--- src/rtl/exercicio3_pkg.sv ---
// Shared definitions for the exercicio3 sum-of-products block:
// sweep FSM states, sweep length and the reference truth table.
package exercicio3_pkg;

   // Sweep controller states
   typedef enum logic [1:0] {
      IDLE = 2'd0,
      RUN  = 2'd1,
      DONE = 2'd2
   } sweep_state_t;

   // Number of input combinations enumerated by the sweep
   localparam int SWEEP_LEN = 16;

   // Last index visited by the sweep
   localparam logic [3:0] LAST_INDEX = 4'(SWEEP_LEN - 1);

   // Truth table of f = a | b | (~c & d), bit i for {a,b,c,d} = i
   localparam logic [15:0] EXPECTED_TT = 16'hFFF2;

   // Number of ones in EXPECTED_TT
   localparam int EXPECTED_MINTERMS = 13;

endpackage : exercicio3_pkg

--- src/rtl/exercicio3_fn.sv ---
// Combinational core of the block: f = a | b | (~c & d).
// Instantiated once for the port path and once for the sweep path.
module exercicio3_fn (
   input  logic a,
   input  logic b,
   input  logic c,
   input  logic d,
   output logic y
);

   // Pure sum of products, no state
   assign y = a | b | (~c & d);

endmodule : exercicio3_fn

--- src/rtl/exercicio3_sop.sv ---
// Top of the exercicio3 block. Provides three views of the same
// function: a zero-latency combinational output, a registered output
// qualified by in_valid, and a self-test sweep that enumerates all 16
// input combinations and records the truth table and its minterm count.
module exercicio3_sop
   import exercicio3_pkg::*;
(
   input  logic        clk,
   input  logic        rst_n,
   input  logic        a,
   input  logic        b,
   input  logic        c,
   input  logic        d,
   input  logic        in_valid,
   output logic        f,
   output logic        f_q,
   output logic        f_valid,
   input  logic        sweep_start,
   output logic        sweep_busy,
   output logic        sweep_done,
   output logic [15:0] truth_table,
   output logic [4:0]  minterm_count
);

   sweep_state_t state_reg;
   sweep_state_t state_next;

   logic [3:0]  index_reg;
   logic        sweep_f;

   // Port path: evaluates the function on the live operands
   exercicio3_fn u_fn_port (
      .a (a),
      .b (b),
      .c (c),
      .d (d),
      .y (f)
   );

   // Sweep path: evaluates the function on the internal index, a = MSB
   exercicio3_fn u_fn_sweep (
      .a (index_reg[3]),
      .b (index_reg[2]),
      .c (index_reg[1]),
      .d (index_reg[0]),
      .y (sweep_f)
   );

   // Registered path: capture f when the operands are qualified
   always_ff @(posedge clk or negedge rst_n) begin
      if (!rst_n) begin
         f_q     <= 1'b0;
         f_valid <= 1'b0;
      end else begin
         f_valid <= in_valid;
         if (in_valid) begin
            f_q <= f;
         end
      end
   end

   // Sweep FSM state register
   always_ff @(posedge clk or negedge rst_n) begin
      if (!rst_n) begin
         state_reg <= IDLE;
      end else begin
         state_reg <= state_next;
      end
   end

   // Sweep FSM next state: start is only honoured from IDLE
   always_comb begin
      state_next = state_reg;
      case (state_reg)
         IDLE: begin
            if (sweep_start) begin
               state_next = RUN;
            end
         end
         RUN: begin
            if (index_reg == LAST_INDEX) begin
               state_next = DONE;
            end
         end
         DONE: begin
            state_next = IDLE;
         end
         default: begin
            state_next = IDLE;
         end
      endcase
   end

   // Sweep FSM outputs: Moore decode of the current state
   always_comb begin
      sweep_busy = 1'b0;
      sweep_done = 1'b0;
      case (state_reg)
         RUN:     sweep_busy = 1'b1;
         DONE:    sweep_done = 1'b1;
         default: begin
            sweep_busy = 1'b0;
            sweep_done = 1'b0;
         end
      endcase
   end

   // Sweep datapath: clear results on start, fill one table bit per RUN cycle
   always_ff @(posedge clk or negedge rst_n) begin
      if (!rst_n) begin
         index_reg     <= 4'd0;
         truth_table   <= 16'h0000;
         minterm_count <= 5'd0;
      end else begin
         case (state_reg)
            IDLE: begin
               if (sweep_start) begin
                  index_reg     <= 4'd0;
                  truth_table   <= 16'h0000;
                  minterm_count <= 5'd0;
               end
            end
            RUN: begin
               truth_table[index_reg] <= sweep_f;
               minterm_count          <= minterm_count + {4'd0, sweep_f};
               if (index_reg != LAST_INDEX) begin
                  index_reg <= index_reg + 4'd1;
               end
            end
            default: begin
               // DONE: results hold until the next start
            end
         endcase
      end
   end

endmodule : exercicio3_sop

--- config.mk ---
export PLATFORM = sky130hd
export DESIGN_NAME = exercicio3_sop
export DESIGN_NICKNAME = d
export VERILOG_FILES = /design/src/rtl/exercicio3_pkg.sv /design/src/rtl/exercicio3_fn.sv /design/src/rtl/exercicio3_sop.sv
export SDC_FILE = /design/constraint.sdc
export NUM_CORES = 1
export LEC_CHECK = 0
export BUFFER_PORTS_ARGS = -buffer_cell sky130_fd_sc_hd__buf_2
export CAP_MARGIN = 5
export CORE_UTILIZATION = 41
export DETAILED_ROUTE_END_ITERATION = 8
export PLACE_DENSITY = 0.75
export SYNTH_ARGS = -nofsm -noshare
export SYNTH_HDL_FRONTEND = slang
export SYNTH_HIERARCHICAL = 1
export SYNTH_SLANG_ARGS = --single-unit
--- constraint.sdc ---
create_clock -name clk -period 2 [get_ports clk]
set_input_delay 0 -clock clk [delete_from_list [all_inputs] [get_ports clk]]
set_output_delay 0 -clock clk [all_outputs]
set_load 0.005 [all_outputs]
==> flow_metrics.py, run 1 <==
metrics = {
    "timing": {
        "fin_skew_ns": 0.00931,
        "timing.fmax_mhz": 542,
        "rsz0062_at_grt": "false",
        "final.period_utilization_pct": 92.3,
        "fin_crit_ns": 1.85,
        "maxSlewHeadroom_pct": 57.0,
        "setup-tns-final_ns": 0,
        "setup_viol": 0,
        "slew_viol_final": 0,
        "finalHoldViolations": 0,
        "tightest_slew_ns": 0.645,
    },
    "worst_hold_path": {
        "min_path_type": "in -> reg",
        "hp-start": "a",
    },
    "synthesis": {
        "synth_warnings": 6,
        "synth_compound_area_share_pct": 21.2,
        "synth-xor-area-share_pct": 0,
        "synth_top_family_by_area": "compound AO/OA/AOI/OAI gates",
        "avgSynthCellArea_sq_um": 11.0,
        "synth_edf_count": 0,
        "async_reset_ff_share_pct": 100,
        "syn_inst": 130,
        "synth_fa_ha_area_share_pct": 5.25,
        "synth_ff_type": "dfrtp_1",
        "synthSimpleGateAreaFrac_pct": 14.1,
        "synth_fp_nets": 144,
        "synthMuxAreaShare_pct": 3.67,
        "synth.distinct_cells": 32,
        "ys_seq_area_share_pct": 50.7,
        "synth_area_sq_um": 1430,
        "ys_ff_latch": 29,
    },
    "place": {
        "place_congestion": 0.750,
        "port_buffers": 33,
        "dpl_cell_area_sq_um": 1630,
        "dp_cells": 205,
        "dpl.hpwl_um": 2290,
    },
    "global_routing": {
        "track_usage_pct": 21.0,
        "grt_pass1_wl_um": 5510,
        "grt_overflow": 0,
        "grt_max_degree": 30,
        "antenna_found_initial": 0,
        "grt_pass1_vias": 1119,
    },
    "floorplanning": {
        "die_w_um": 61.1,
        "num_io_pins": 34,
        "die_area_sq_um": 3730,
        "coreArea_sq_um": 3340,
        "dieHeight_um": 61.1,
        "row_count": 21,
        "initial_core_util_pct": 42.9,
    },
    "clock_tree": {
        "h-tree-depth": 2,
        "clkSinkCount": 29,
        "cts_tree": "yes",
        "cts_root_buffer": "clkbuf_4",
        "numCtsBuffers": 5,
        "hold_buffers": 2,
        "max-clock-path-buffers": 2,
        "cts_resized": 0,
        "path_clk_slew_ns": 0.10,
        "clk_latency_ns": 0.33,
        "post-cts-setup-buffer-count": 0,
    },
    "power_and_ir_drop": {
        "leakagePower_nw": 0.811,
        "powerDensity_nw_per_um2": 1560,
        "peakVddDrop_uv": 657,
    },
    "drt": {
        "viasPerCell": 5.49,
        "drt_iter0_markers": 56,
        "wl_per_cell_um": 15.6,
        "drc_errors": 0,
        "vias": 1180,
        "wirelength_um": 3360,
        "firstDrtPassIters": 4,
        "antenna_left": 0,
    },
    "critical_path": {
        "critPathCaptureType": "flip-flop",
        "cp-startpoint": "index_reg[0]",
        "r2r_start": "index_reg[0]",
        "critPathRequiredTime_ns": 2.22,
        "rrSetupSlack_ns": 0.15,
        "arrival_ns": 2.07,
        "critPathMaxFanout": 7,
        "start_kind": "flip-flop",
        "crit_type": "reg -> reg",
    },
    "layout": {
        "largest_reg_flops": 16,
        "final_common_cell": "buf_2",
        "finalNonFillerCells": 215,
        "nets": 182,
        "finish.utilization_pct": 51.2,
        "drive_above_1_share_pct": 29.6,
        "layout_common_cells": "buf_2, dfrtp_1, o211ai_1, o31ai_1, nand2_1",
        "syn_to_final_growth_pct": 19.4,
        "diodes": 0,
        "fin_area_sq_um": 1710,
    },
    "flow_run": {
        "max_cap_viol_count": 0,
    },
    "run_status": {
        "status": "complete, no violations",
    },
}
## layout make-up
type | instances | area [sq um]
inverters | 6 | 22.5
clock inverters | 3 | 17.5
flip-flops and latches | 29 | 726
fillers | 318 | 1630
multi-input cells | 87 | 632
clock buffers | 5 | 37.5
well taps | 46 | 57.6
repair buffers | 39 | 215
## through the flow
stage,setup WS [ns],power [W],hold WS (ns)
floorplan,0.403,0.00185,-0.296
global route,0.0239,0.00292,0.0456
global placement,0.327,0.00223,0.0476
CTS,0.162,0.00268,0.0346
detailed placement,0.167,0.00232,0.0651
finish,0.153,0.00266,0.0433
## critical path, stage by stage (launching register included)
cell and delay (ns):
dfrtp_1 0.46, inv_1 0.06, o21ai_1 0.25, ha_1 0.24, ha_1 0.20, mux2_2 0.35, a22o_1 0.18
## logic make-up after synthesis
group	after synthesis
compound gates	41
fa+ha+maj	6
buf+inv	14
flops	29
mux	5
simple gates	35
## path summary, 6_finish.rpt
kind	end	cells past startpoint
min in group asynchronous	truth_table[11]	2
max in group asynchronous	index_reg[1]	2
hold reg to reg	minterm_count[4]	1
setup reg to reg	minterm_count[2]	6
setup / recovery	minterm_count[2]	6
hold / removal	f_q	4
## cells in the mapped netlist (all sizes together), types with 5 or more instances
| master | count | area [sq um] |
|---|---|---|
| o211ai | 10 | 75.1 |
| nand3 | 6 | 30.0 |
| nand2 | 7 | 26.3 |
| ha | 6 | 75.1 |
| inv | 6 | 22.5 |
| a21oi | 5 | 25.0 |
| dfrtp | 29 | 726 |
| o31ai | 10 | 75.1 |
| nor2 | 5 | 18.8 |
## power breakdown
part	total [W]	switching (W)	internal [W]	leakage, nW
logic	0.00128	0.000732	0.000551	0.422
registers	0.00103	0.000189	0.000837	0.357
clock network	0.000347	0.000215	0.000132	0.0310
total	0.00266	0.00114	0.00152	0.811
## per-layer routing
| metal | GRT usage (%) | up-vias | part of all wire, % | wire length, um |
|---|---|---|---|---|
| met3 | 4.41 | 5 | 5.4 | 180 |
| met2 | 33.2 | 48 | 48 | 1620 |
| li1 | - | 567 | - | - |
| met4 | 12.0 | 0 | 1.3 | 43 |
| met5 | 0 | - | 0 | 0 |
| met1 | 26.8 | 560 | 45 | 1510 |
(Power assumes the default switching activity.)
==> run 2, diff against run 1 <==
- HOLD_SLACK_MARGIN: default -> 0.15
==> run 2 against run 1 <==
Against the previous run:
- total power increased by 0.28%
- die area unchanged
- critical path depth stayed put
- via count is 1.1% higher
- setup slack gained 0.0057 ns
- critical endpoint unchanged
- largest cell class unchanged
==> flow_metrics.py, run 2 (synthesized netlist as in run 1, its figures left out) <==
metrics = {
    "place": {
        "place_congestion": 0.750,
        "port_buffers": 33,
        "dpl.hpwl_um": 2290,
        "pre_cts_ws_ns": 0.167,
    },
    "layout": {
        "layout_common_cells": "buf_2, dfrtp_1, o211ai_1, o31ai_1, nand2_1",
        "drive_above_1_share_pct": 29.1,
        "largest_reg_flops": 16,
        "nets": 185,
        "final_common_cell": "buf_2",
        "syn_to_final_growth_pct": 21.5,
        "diodes": 0,
        "fillers": 322,
    },
    "floorplanning": {
        "row_count": 21,
        "num_io_pins": 34,
        "die_area_sq_um": 3730,
        "die_w_um": 61.1,
        "dieHeight_um": 61.1,
        "initial_core_util_pct": 42.9,
        "coreArea_sq_um": 3340,
    },
    "power_and_ir_drop": {
        "p_comb_share_pct": 48.3,
        "switching_share_pct": 42.8,
        "powerDensity_nw_per_um2": 1530,
        "netSwitchingPower_w": 0.00114,
        "leakagePower_nw": 0.821,
        "p_seq_share_pct": 38.5,
        "p_int_w": 0.00152,
        "p_clk_share_pct": 13.2,
        "peakVddDrop_uv": 658,
    },
    "timing": {
        "timing.fmax_mhz": 543,
        "fin_crit_ns": 1.84,
        "postLayoutSetupSlackWorst_ns": 0.159,
        "setup-tns-final_ns": 0,
        "setup_viol": 0,
        "rsz0062_at_grt": "false",
        "finalHoldViolations": 0,
        "final.period_utilization_pct": 92.1,
        "tightest_slew_ns": 0.652,
        "fin_skew_ns": 0.0113,
        "maxSlewHeadroom_pct": 56.5,
        "slew_viol_final": 0,
    },
    "run_status": {
        "status": "complete, no violations",
    },
    "worst_hold_path": {
        "min_path_type": "in -> async",
    },
    "critical_path": {
        "critPathCaptureType": "flip-flop",
        "path_buf_inv": 1,
        "start_kind": "flip-flop",
        "cpMostUsedCell": "ha_1",
        "critPathMaxFanout": 7,
        "critPathTopFamily": "flip-flops",
        "crit_type": "reg -> reg",
        "slowest_delay_ns": 0.46,
        "arrival_ns": 2.06,
        "worstPathCellList": "inv_1 > o21ai_1 > ha_1 > ha_1 > mux2_2 > a22o_1",
        "rrSetupSlack_ns": 0.16,
        "critPathRequiredTime_ns": 2.22,
        "r2r_start": "index_reg[0]",
        "cp_slowest_cell": "dfrtp_1",
        "r2r_end": "minterm_count[2]",
        "worst_r2r_path_depth": 6,
    },
    "drt": {
        "vias": 1193,
        "viasPerCell": 5.47,
        "drc_errors": 0,
        "wirelength_um": 3410,
        "antenna_left": 0,
        "firstDrtPassIters": 4,
        "wl_per_cell_um": 15.7,
        "drt_iter0_markers": 64,
    },
    "clock_tree": {
        "cts_tree": "yes",
        "cts_root_buffer": "clkbuf_4",
        "path_clk_slew_ns": 0.11,
        "post-cts-setup-buffer-count": 0,
        "numCtsBuffers": 5,
        "clk_latency_ns": 0.33,
        "max-clock-path-buffers": 2,
        "h-tree-depth": 2,
        "clkSinkCount": 29,
    },
    "global_routing": {
        "grt_max_degree": 30,
        "grt_pass1_wl_um": 5610,
        "track_usage_pct": 21.4,
        "antenna_found_initial": 0,
        "grt_pass1_vias": 1150,
        "grt_overflow": 0,
    },
    "flow_run": {
        "max_cap_viol_count": 0,
    },
}
[run 2: changes by cell type in the layout (fill, tap and decap cells not counted)]
cell,before,now
dlygate4sd3_1,2,5
[run 2: power by group through the flow]
| stage | registers (W) | logic, W | clock network, W |
|---|---|---|---|
| final | 0.00103 | 0.00129 | 0.000351 |
| after global routing | 0.00106 | 0.00146 | 0.000397 |
| after detailed placement | 0.00104 | 0.00128 | 0 |
| after floorplan | 0.00104 | 0.000813 | 0 |
| after CTS | 0.00103 | 0.00129 | 0.000361 |
| after global placement | 0.00101 | 0.00122 | 0 |
[run 2: final cells by class]
| class | instances | area, sq um | area share [%] |
|---|---|---|---|
| clock buffer | 5 | 37.5 | 2.16 |
| clock inverter | 3 | 17.5 | 1.01 |
| inverter | 6 | 22.5 | 1.30 |
| multi-input combinational | 87 | 632 | 36.4 |
| sequential | 29 | 726 | 41.8 |
| tap | 46 | 57.6 | 3.31 |
| timing repair buffer | 42 | 245 | 14.1 |
[run 2: routing by layer]
layer	track usage, %	share of wire, %	vias to the layer above
li1	-	-	573
met1	27.0	44	576
met2	34.5	50	39
met3	4.20	4.7	5
met4	12.0	1.3	0
met5	0	0	-
[run 2: timing repair]
action | CTS | global route
gates resized for setup | 0 | 0
hold endpoints to repair | 33 | 0
setup endpoints to repair | 0 | 1
hold buffers | 6 | 0
[run 2: worst max-delay path by stage]
stage          depth (start not counted)  slack [ns]                to         start
2_1_floorplan                          6        0.40  minterm_count[2]  index_reg[0]
3_3_place_gp                           6        0.33  minterm_count[2]  index_reg[0]
3_5_place_dp                           6        0.17  minterm_count[2]  index_reg[0]
4_1_cts                                7        0.11               f_q             a
5_1_grt                                6        0.02  minterm_count[2]  index_reg[0]
6_report                               6        0.16  minterm_count[2]  index_reg[0]
[run 2: through the flow]
step | cells | total power, W | area, sq um | util [%] | hold WS, ns
detailed placement | 205 | 0.00232 | 1630 | 48.9 | 0.0651
global route | 218 | 0.00292 | 1740 | 52.1 | 0.281
global placement | 205 | 0.00223 | 1630 | 48.9 | 0.0476
finish | 218 | 0.00266 | 1740 | 52.1 | 0.211
floorplan | 130 | 0.00185 | 1430 | - | -0.296
CTS | 219 | 0.00268 | 1750 | 52.4 | 0.230
==> run 3, diff against run 2 <==
- CORE_MARGIN: default -> 8
==> run 3 against run 2 <==
Against the previous run:
- sequential power barely moved
- wire length rose by 3.0%
- largest power group unchanged
- setup slack improved by 0.0052 ns
- worst hold slack improved by 0.0082 ns
- cell count did not move
- critical endpoint unchanged
- critical path depth did not move
- clock power rose by 15%
- utilization rose by 0.45 points
- critical path type unchanged
- clock skew rose by 0.0031 ns
- global-route usage fell by 7.6 points
- register-to-register slack barely moved
- first-iteration DRC count fell by 9.4%
==> flow_metrics.py, run 3 (synthesized netlist as in run 1, its figures left out) <==
metrics = {
    "critical_path": {
        "arrival_ns": 2.06,
        "crit_type": "reg -> reg",
        "worst_r2r_path_depth": 6,
        "r2r_start": "index_reg[0]",
        "rrSetupSlack_ns": 0.16,
        "critPathMaxFanout": 7,
        "start_kind": "flip-flop",
        "r2r_end": "minterm_count[2]",
        "cp-startpoint": "index_reg[0]",
        "critPathCaptureType": "flip-flop",
        "critPathRequiredTime_ns": 2.23,
    },
    "global_routing": {
        "grt_pass1_wl_um": 5890,
        "track_usage_pct": 13.8,
        "antenna_found_initial": 0,
        "grt_overflow": 0,
        "grt_pass1_vias": 1260,
        "grt_max_degree": 30,
    },
    "layout": {
        "fin_area_sq_um": 1750,
        "layout_common_cells": "buf_2, dfrtp_1, o211ai_1, o31ai_1, nand2_1",
        "largest_reg_flops": 16,
        "nets": 185,
        "fillers": 310,
        "drive_above_1_share_pct": 29.1,
        "final_common_cell": "buf_2",
        "syn_to_final_growth_pct": 22.6,
        "diodes": 0,
    },
    "power_and_ir_drop": {
        "peakVddDrop_uv": 924,
        "leakagePower_nw": 0.832,
        "powerDensity_nw_per_um2": 1550,
    },
    "clock_tree": {
        "max-clock-path-buffers": 2,
        "post-cts-setup-buffer-count": 0,
        "clk_latency_ns": 0.33,
        "path_clk_slew_ns": 0.10,
        "cts_root_buffer": "clkbuf_4",
        "numCtsBuffers": 5,
        "h-tree-depth": 2,
        "cts_resized": 0,
        "clkSinkCount": 29,
        "cts_tree": "yes",
    },
    "floorplanning": {
        "num_io_pins": 34,
        "die_area_sq_um": 5630,
        "initial_core_util_pct": 42.9,
        "row_count": 21,
        "coreArea_sq_um": 3340,
        "dieHeight_um": 75.1,
        "die_w_um": 75.1,
    },
    "drt": {
        "antenna_left": 0,
        "viasPerCell": 5.50,
        "wl_per_cell_um": 16.1,
        "drt_iter0_markers": 58,
        "firstDrtPassIters": 4,
        "drc_errors": 0,
        "wirelength_um": 3520,
        "vias": 1200,
    },
    "timing": {
        "slew_viol_final": 0,
        "timing.fmax_mhz": 545,
        "final.period_utilization_pct": 91.8,
        "rsz0062_at_grt": "false",
        "fin_skew_ns": 0.0144,
        "setup_viol": 0,
        "setup-tns-final_ns": 0,
        "tightest_slew_ns": 0.637,
        "maxSlewHeadroom_pct": 57.5,
        "fin_crit_ns": 1.84,
        "finalHoldViolations": 0,
    },
    "place": {
        "dpl_cell_area_sq_um": 1630,
        "dpl.hpwl_um": 2480,
        "place_congestion": 0.779,
        "port_buffers": 33,
    },
    "run_status": {
        "status": "complete, no violations",
    },
    "worst_hold_path": {
        "min_path_type": "in -> async",
    },
    "flow_run": {
        "max_cap_viol_count": 0,
    },
}
[run 3: changes by cell type in the layout (fill, tap and decap cells not counted), sizes merged]
cell,delta
clkinv,-1
clkbuf,+2
clkinvlp,-1
[run 3: repair_timing]
action                                  CTS  global route
endpoints found under the hold margin    34             0
hold buffers                              6             0
endpoints found under the setup margin    0             1
[run 3: metrics by stage]
step / util, % / total power, W / std cells / setup WS (ns) / hold WS, ns
after CTS: 52.8 / 0.00276 / 219 / 0.0925 / 0.231
after detailed placement: 48.9 / 0.00233 / 205 / 0.206 / 0.0588
final: 52.5 / 0.00273 / 218 / 0.164 / 0.219
after floorplan: - / 0.00185 / 130 / 0.403 / -0.296
after global placement: 48.9 / 0.00225 / 205 / 0.330 / 0.0456
after global routing: 52.5 / 0.00297 / 218 / 0.00423 / 0.250
[run 3: worst max path at each step]
stage | end | cells after the start
2_1_floorplan | minterm_count[2] | 6
3_3_place_gp | minterm_count[2] | 6
3_5_place_dp | minterm_count[2] | 6
4_1_cts | f_q | 7
5_1_grt | minterm_count[2] | 6
6_report | minterm_count[2] | 6
[run 3: final cells by class]
class                      instances  area, sq um  share of cell area [%]
sequential                        29          726                    41.4
tap                               46         57.6                    3.28
multi-input combinational         87          632                    36.0
timing repair buffer              42          245                    14.0
inverter                           6         22.5                    1.28
clock inverter                     1         5.00                   0.286
clock buffer                       7         65.1                    3.71
[run 3: power breakdown]
part           leakage [nW]  total (W)  switching (W)  internal (W)
clock                0.0413   0.000404       0.000201      0.000203
sequential            0.357    0.00102       0.000186      0.000837
combinational         0.433    0.00130       0.000742      0.000556
total                 0.832    0.00273        0.00113       0.00160
[run 3: critical path: stages, from the launching register on]
cell and delay [ns]:
dfrtp_1 0.48, inv_1 0.06, o21ai_1 0.25, ha_1 0.24, ha_1 0.19, mux2_2 0.33
a22o_1 0.19
[run 3: layer usage]
| metal | GRT usage (%) | vias to the layer above | wire length (um) |
|---|---|---|---|
| met5 | 0 | - | 0 |
| met4 | 3.91 | 0 | 28 |
| met3 | 5.86 | 5 | 297 |
| met2 | 24.6 | 45 | 1740 |
| met1 | 14.3 | 568 | 1450 |
| li1 | - | 582 | - |
